$ cat config.mk
export PLATFORM = sky130hd
export DESIGN_NAME = logo_motion_sequencer
export DESIGN_NICKNAME = d
export VERILOG_FILES = /design/src/rtl/logo_motion_sequencer.sv
export SDC_FILE = /design/constraint.sdc
export NUM_CORES = 1
export LEC_CHECK = 0
export CAP_MARGIN = 20
export CORE_MARGIN = 4
export CORE_UTILIZATION = 59
export DETAILED_ROUTE_END_ITERATION = 8
export PLACE_DENSITY = 0.91
export SLEW_MARGIN = 20
export SYNTH_ARGS = -nofsm -noshare
export SYNTH_HDL_FRONTEND = slang
export SYNTH_SLANG_ARGS = --single-unit
$ cat constraint.sdc
create_clock -name clk -period 4.1 [get_ports clk]
set_input_delay 1.025 -clock clk [delete_from_list [all_inputs] [get_ports clk]]
set_output_delay 1.025 -clock clk [all_outputs]
set_load 0.01 [all_outputs]
$ cat src/rtl/logo_motion_sequencer.sv
// Bouncing / gamepad-steered logo position sequencer.
// One five-state pass per frame; outputs commit atomically.
module logo_motion_sequencer #(
  parameter int LOGO_SIZE      = 128,
  parameter int DISPLAY_WIDTH  = 640,
  parameter int DISPLAY_HEIGHT = 480,
  parameter int INIT_X         = 200,
  parameter int INIT_Y         = 200
) (
  input  logic       clk,
  input  logic       reset,
  input  logic [9:0] vpos,
  input  logic       btn_start,
  input  logic       btn_select,
  input  logic       btn_up,
  input  logic       btn_down,
  input  logic       btn_left,
  input  logic       btn_right,
  input  logic       pause,
  output logic [9:0] logo_left,
  output logic [9:0] logo_top,
  output logic [2:0] color_index,
  output logic       manual_mode,
  output logic [1:0] speed,
  output logic       bounce,
  output logic       update_done
);

  localparam logic [10:0] MAX_X =
    11'(DISPLAY_WIDTH - LOGO_SIZE);
  localparam logic [10:0] MAX_Y =
    11'(DISPLAY_HEIGHT - LOGO_SIZE);

  localparam logic [2:0] IDLE   = 3'd0;
  localparam logic [2:0] SAMPLE = 3'd1;
  localparam logic [2:0] MOVE_X = 3'd2;
  localparam logic [2:0] MOVE_Y = 3'd3;
  localparam logic [2:0] COMMIT = 3'd4;

  logic [2:0]  state;
  logic [9:0]  vpos_q;
  logic        frame_tick;
  logic        cap_start, cap_select, cap_pause;
  logic        cap_up, cap_down, cap_left, cap_right;
  logic        prev_start, prev_select;
  logic        dir_x, dir_y;
  logic        nd_x, nd_y, hit_x, hit_y;
  logic [10:0] nx_x, nx_y;
  logic [10:0] step;
  logic [12:0] ax_x, ax_y;

  // Returns {hit, dir, pos} for one axis.
  function automatic logic [12:0] step_axis(
    input logic [10:0] pos,
    input logic        dir,
    input logic        dec,
    input logic        inc,
    input logic        man,
    input logic        frz,
    input logic [10:0] s,
    input logic [10:0] lim
  );
    logic [10:0] p;
    logic        d;
    logic        h;
    p = pos;
    d = dir;
    h = 1'b0;
    if (!frz) begin
      if (man) begin
        if (dec && !inc)
          p = (pos < s) ? 11'd0 : pos - s;
        else if (inc && !dec)
          p = (pos + s > lim) ? lim : pos + s;
      end else begin
        if (dec)
          d = 1'b0;
        else if (inc)
          d = 1'b1;
        if (d) begin
          if (pos + s >= lim) begin
            p = lim;
            d = 1'b0;
            h = 1'b1;
          end else begin
            p = pos + s;
          end
        end else begin
          if (pos <= s) begin
            p = 11'd0;
            d = 1'b1;
            h = 1'b1;
          end else begin
            p = pos - s;
          end
        end
      end
    end
    return {h, d, p};
  endfunction

  assign frame_tick = (vpos == 10'd0) &&
                      (vpos_q != 10'd0);
  assign step = {9'd0, speed} + 11'd1;

  assign ax_x = step_axis({1'b0, logo_left}, dir_x,
                          cap_left, cap_right,
                          manual_mode, cap_pause,
                          step, MAX_X);
  assign ax_y = step_axis({1'b0, logo_top}, dir_y,
                          cap_up, cap_down,
                          manual_mode, cap_pause,
                          step, MAX_Y);

  // Previous-line register for frame start detection.
  always_ff @(posedge clk or posedge reset) begin
    if (reset) vpos_q <= 10'd0;
    else       vpos_q <= vpos;
  end

  // Frame FSM, shadow computation and atomic commit.
  always_ff @(posedge clk or posedge reset) begin
    if (reset) begin
      state       <= IDLE;
      cap_start   <= 1'b0;
      cap_select  <= 1'b0;
      cap_pause   <= 1'b0;
      cap_up      <= 1'b0;
      cap_down    <= 1'b0;
      cap_left    <= 1'b0;
      cap_right   <= 1'b0;
      prev_start  <= 1'b0;
      prev_select <= 1'b0;
      dir_x       <= 1'b1;
      dir_y       <= 1'b0;
      nd_x        <= 1'b1;
      nd_y        <= 1'b0;
      hit_x       <= 1'b0;
      hit_y       <= 1'b0;
      nx_x        <= 11'd0;
      nx_y        <= 11'd0;
      logo_left   <= 10'(INIT_X);
      logo_top    <= 10'(INIT_Y);
      color_index <= 3'd0;
      manual_mode <= 1'b0;
      speed       <= 2'd0;
      bounce      <= 1'b0;
      update_done <= 1'b0;
    end else begin
      bounce      <= 1'b0;
      update_done <= 1'b0;
      case (state)
        IDLE: begin
          if (frame_tick) state <= SAMPLE;
        end
        SAMPLE: begin
          prev_start  <= cap_start;
          prev_select <= cap_select;
          cap_start   <= btn_start;
          cap_select  <= btn_select;
          cap_pause   <= pause;
          cap_up      <= btn_up;
          cap_down    <= btn_down;
          cap_left    <= btn_left;
          cap_right   <= btn_right;
          state       <= MOVE_X;
        end
        MOVE_X: begin
          hit_x <= ax_x[12];
          nd_x  <= ax_x[11];
          nx_x  <= ax_x[10:0];
          state <= MOVE_Y;
        end
        MOVE_Y: begin
          hit_y <= ax_y[12];
          nd_y  <= ax_y[11];
          nx_y  <= ax_y[10:0];
          state <= COMMIT;
        end
        COMMIT: begin
          logo_left <= nx_x[9:0];
          logo_top  <= nx_y[9:0];
          dir_x     <= nd_x;
          dir_y     <= nd_y;
          if (hit_x || hit_y)
            color_index <= color_index + 3'd1;
          if (cap_start && !prev_start)
            manual_mode <= ~manual_mode;
          if (cap_select && !prev_select)
            speed <= speed + 2'd1;
          bounce      <= hit_x | hit_y;
          update_done <= 1'b1;
          state       <= IDLE;
        end
        default: state <= IDLE;
      endcase
    end
  end

endmodule

==> results.json <==
{
  "met2_usage_pct": 46.5,
  "max_clock_freq_mhz": 268,
  "busiest_layer": "met2",
  "ant_nets": 0,
  "setup_tns_ns": 0,
  "whs_path_depth": 2,
  "power_frac_clock_pct": 10.4,
  "cts-resized-gates": 0,
  "met1_usage_pct": 42.6,
  "antennaDiodeCount": 0,
  "gr-total-overflow": 0,
  "p_sw_share_pct": 52.3,
  "wl_um": 16200,
  "finalClockSkew_ns": 0.0240,
  "antenna_found_initial": 0,
  "multi_input_area_um2": 3320,
  "cp_max_fo": 7,
  "synth_edf_count": 0,
  "cts_hold_buffers": 0,
  "period_minus_slack_ns": 3.73,
  "grt_pass1_vias": 5165,
  "drv_cap": 0,
  "crit_type": "flop to flop",
  "p_leak_nw": 2.45,
  "drc": 0,
  "num_io_pins": 47,
  "fillers": 706,
  "pwr-share-comb_pct": 63.9,
  "hold_class": "flop to flop",
  "synth-seq-area-share_pct": 34.7,
  "root_buffer": "clkbuf_8",
  "p_per_area_nw_per_um2": 976,
  "crit_arrival_ns": 3.92,
  "hold_ws_ns": 0.488,
  "grt_pass1_wl_um": 26600,
  "avgViaCountPerCell": 6.80,
  "insertion_delay_ns": 0.37,
  "peakVddDrop_mv": 0.409,
  "syn_avg_cell_area_um2": 8.64,
  "path_delay_family": "simple AND/OR/NAND/NOR gates",
  "synth-warning-count": 0,
  "drv_slew": 0,
  "setup_slack_ns": 0.372,
  "synth-seq-cells": 76,
  "dpl.hpwl_um": 11700,
  "intPower_mw": 2.89,
  "cp_slowest_stage_delay_ns": 0.52,
  "setup_violations": 0,
  "synth.distinct_cells": 87,
  "initial_utilization_pct": 60.2,
  "numPortBuffers": 46,
  "async_reset_ff_share_pct": 100,
  "fin_util_pct": 67.8,
  "dr.first_iter.drc_count": 560,
  "die_w_um": 105,
  "cts_tree": "done",
  "rsz0062_at_grt": "no",
  "required_ns": 4.30,
  "final_nets": 700,
  "run_status": "finished clean",
  "postSynthCellCount": 638,
  "end_kind": "flop",
  "cts_setup_buffers": 0,
  "routedWlPerCell_um": 20.8,
  "p_total_mw": 6.06,
  "fp-row-count": 35,
  "clk_path_buf_depth": 2,
  "core_um2": 9150,
  "syn-num-nets": 675,
  "grt_max_degree": 31,
  "worst_slew_pin_slew_ns": 0.903,
  "seqCellArea_um2": 1910,
  "path_depth": 10,
  "crit_chain": "ha_1 -> inv_1 -> fa_1 -> o21bai_1 -> nand2b_1 -> and4_1 -> nor2_1 -> o22ai_1 -> nor4_1 -> o41ai_1",
  "vias": 5298,
  "synthFlopType": "dfrtp_1",
  "grt_usage_pct": 30.1,
  "drive_gt1_share_pct": 11.1,
  "crit_buf_inv": 1,
  "r2r_cells": 10,
  "switching_power_mw": 3.17,
  "met3_usage_pct": 6.67,
  "die-area_um2": 11000,
  "drtPass1Iterations": 5,
  "period_share_pct": 90.9,
  "place.gp.congestion": 1.02,
  "crit_slowest_cell": "fa_1",
  "hold_viol_final": 0,
  "pwr-share-seq_pct": 25.7,
  "dp_slack_ns": 0.455,
  "clock-sinks": 76,
  "syn_to_final_growth_pct": 12.7,
  "synth_area_um2": 5510,
  "clkTransAtPathRegs_ns": 0.09,
  "chipHeight_um": 105,
  "cts_buffers": 9,
  "relSlewSlack_pct": 39.6,
  "cp-start-kind": "flop",
  "cts-htree-levels": 3
}
[metal layers]
layer / part of all wire (%) / vias up
met5: 0 / -
met4: 2.7 / 0
met3: 12 / 41
met2: 44 / 318
met1: 42 / 2531
li1: - / 2408
[path summary, 6_finish.rpt]
kind	slack (ns)	start	endpoint
max reg2reg	0.37	speed[0]$_DFFE_PP0P_	nx_x[8]$_DFFE_PP0N_
min	0.49	nx_x[6]$_DFFE_PP0N_	nx_x[6]$_DFFE_PP0N_
max	0.37	speed[0]$_DFFE_PP0P_	nx_x[8]$_DFFE_PP0N_
max in group asynchronous	2.19	reset	logo_left[3]$_DFFE_PP1P_
min in group asynchronous	1.05	reset	state[2]$_DFFE_PP0P_
min reg2reg	0.49	nx_x[6]$_DFFE_PP0N_	nx_x[6]$_DFFE_PP0N_
[cells by family after synthesis]
kind of cell | synth area share [%]
muxes | 4.04
AOI/OAI and AO/OA | 27.9
xor gates and xnor gates | 3.97
and+or+nand+nor | 19.6
DFF | 34.7
buffers and inverters | 5.18
adders and majority gates | 4.63
[final cells by class]
| class | count | area share, % |
|---|---|---|
| Clock inverter | 7 | 1.39 |
| Sequential cell | 76 | 30.8 |
| Multi-Input combinational cell | 493 | 53.5 |
| Inverter | 29 | 1.75 |
| Clock buffer | 9 | 1.99 |
| Timing Repair Buffer | 54 | 8.38 |
| Tap cell | 111 | 2.24 |
[stage by stage]
| step | std cells | instance area (µm²) |
|---|---|---|
| floorplan | 638 | 5510 |
| detailed placement | 763 | 6000 |
| global placement | 763 | 6000 |
| CTS | 779 | 6210 |
| finish | 779 | 6210 |
| global route | 779 | 6210 |
[worst register-to-register path: cells and delay by family (launching register included)]
family                   cells  cell delay, ns
AND/OR/NAND/NOR              4            1.20
AO/OA/AOI/OAI                3            0.80
adder cells (fa/ha/maj)      2            0.96
flip-flops                   1            0.42
buffers and inverters        1            0.19
[power groups by stage]
stage	sequential, mW	clock (mW)	combinational, mW
4_1_cts	1.54	0.638	3.79
5_1_grt	1.61	0.668	4.21
3_3_place_gp	1.53	0	3.69
3_5_place_dp	1.56	0	3.76
6_report	1.56	0.631	3.87
2_1_floorplan	1.30	0	2.91
[Yosys cell counts (14+ instances only)]
library cell,count,area share (%)
o21ai_0,46,4.2
nand2_1,64,4.4
mux2_2,18,3.7
clkbuf_1,30,2.0
a21oi_1,46,4.2
nand3_1,16,1.5
inv_1,28,1.9
nor3_1,15,1.4
nor2_1,49,3.3
xnor2_1,19,3.0
dfrtp_1,68,31
ha_1,14,3.2
[cells in the final DEF, fill, tap and decap left out, types with 5 or more instances in the layout]
master / n
o21bai_1: 5
buf_4: 8
o41ai_1: 5
o221ai_1: 7
a32o_1: 6
a21o_1: 8
xnor2_1: 19
o21ai_1: 9
a21oi_1: 46
xor2_1: 6
a211oi_1: 9
o21ai_0: 46
dfrtp_1: 68
o211ai_1: 12
nor2_1: 49
mux2_2: 18
clkdlybuf4s50_1: 46
nor2b_1: 7
nand2b_1: 8
o31ai_1: 7
nand3_1: 16
ha_1: 14
o22ai_1: 6
nor3_1: 15
or3_1: 5
nor4_1: 11
a31oi_1: 8
dfstp_2: 8
clkbuf_8: 9
nand2_1: 64
inv_1: 27
[flip-flops by register name, summed over array words and instances (netlist names), 2 cells and up]
signal and flops:
nx_y 10, speed 2, nx_x 10, state 3, logo_left 10, logo_top 10, color_index 3, vpos_q 10
No activity file was read; power rests on OpenSTA's default activity.
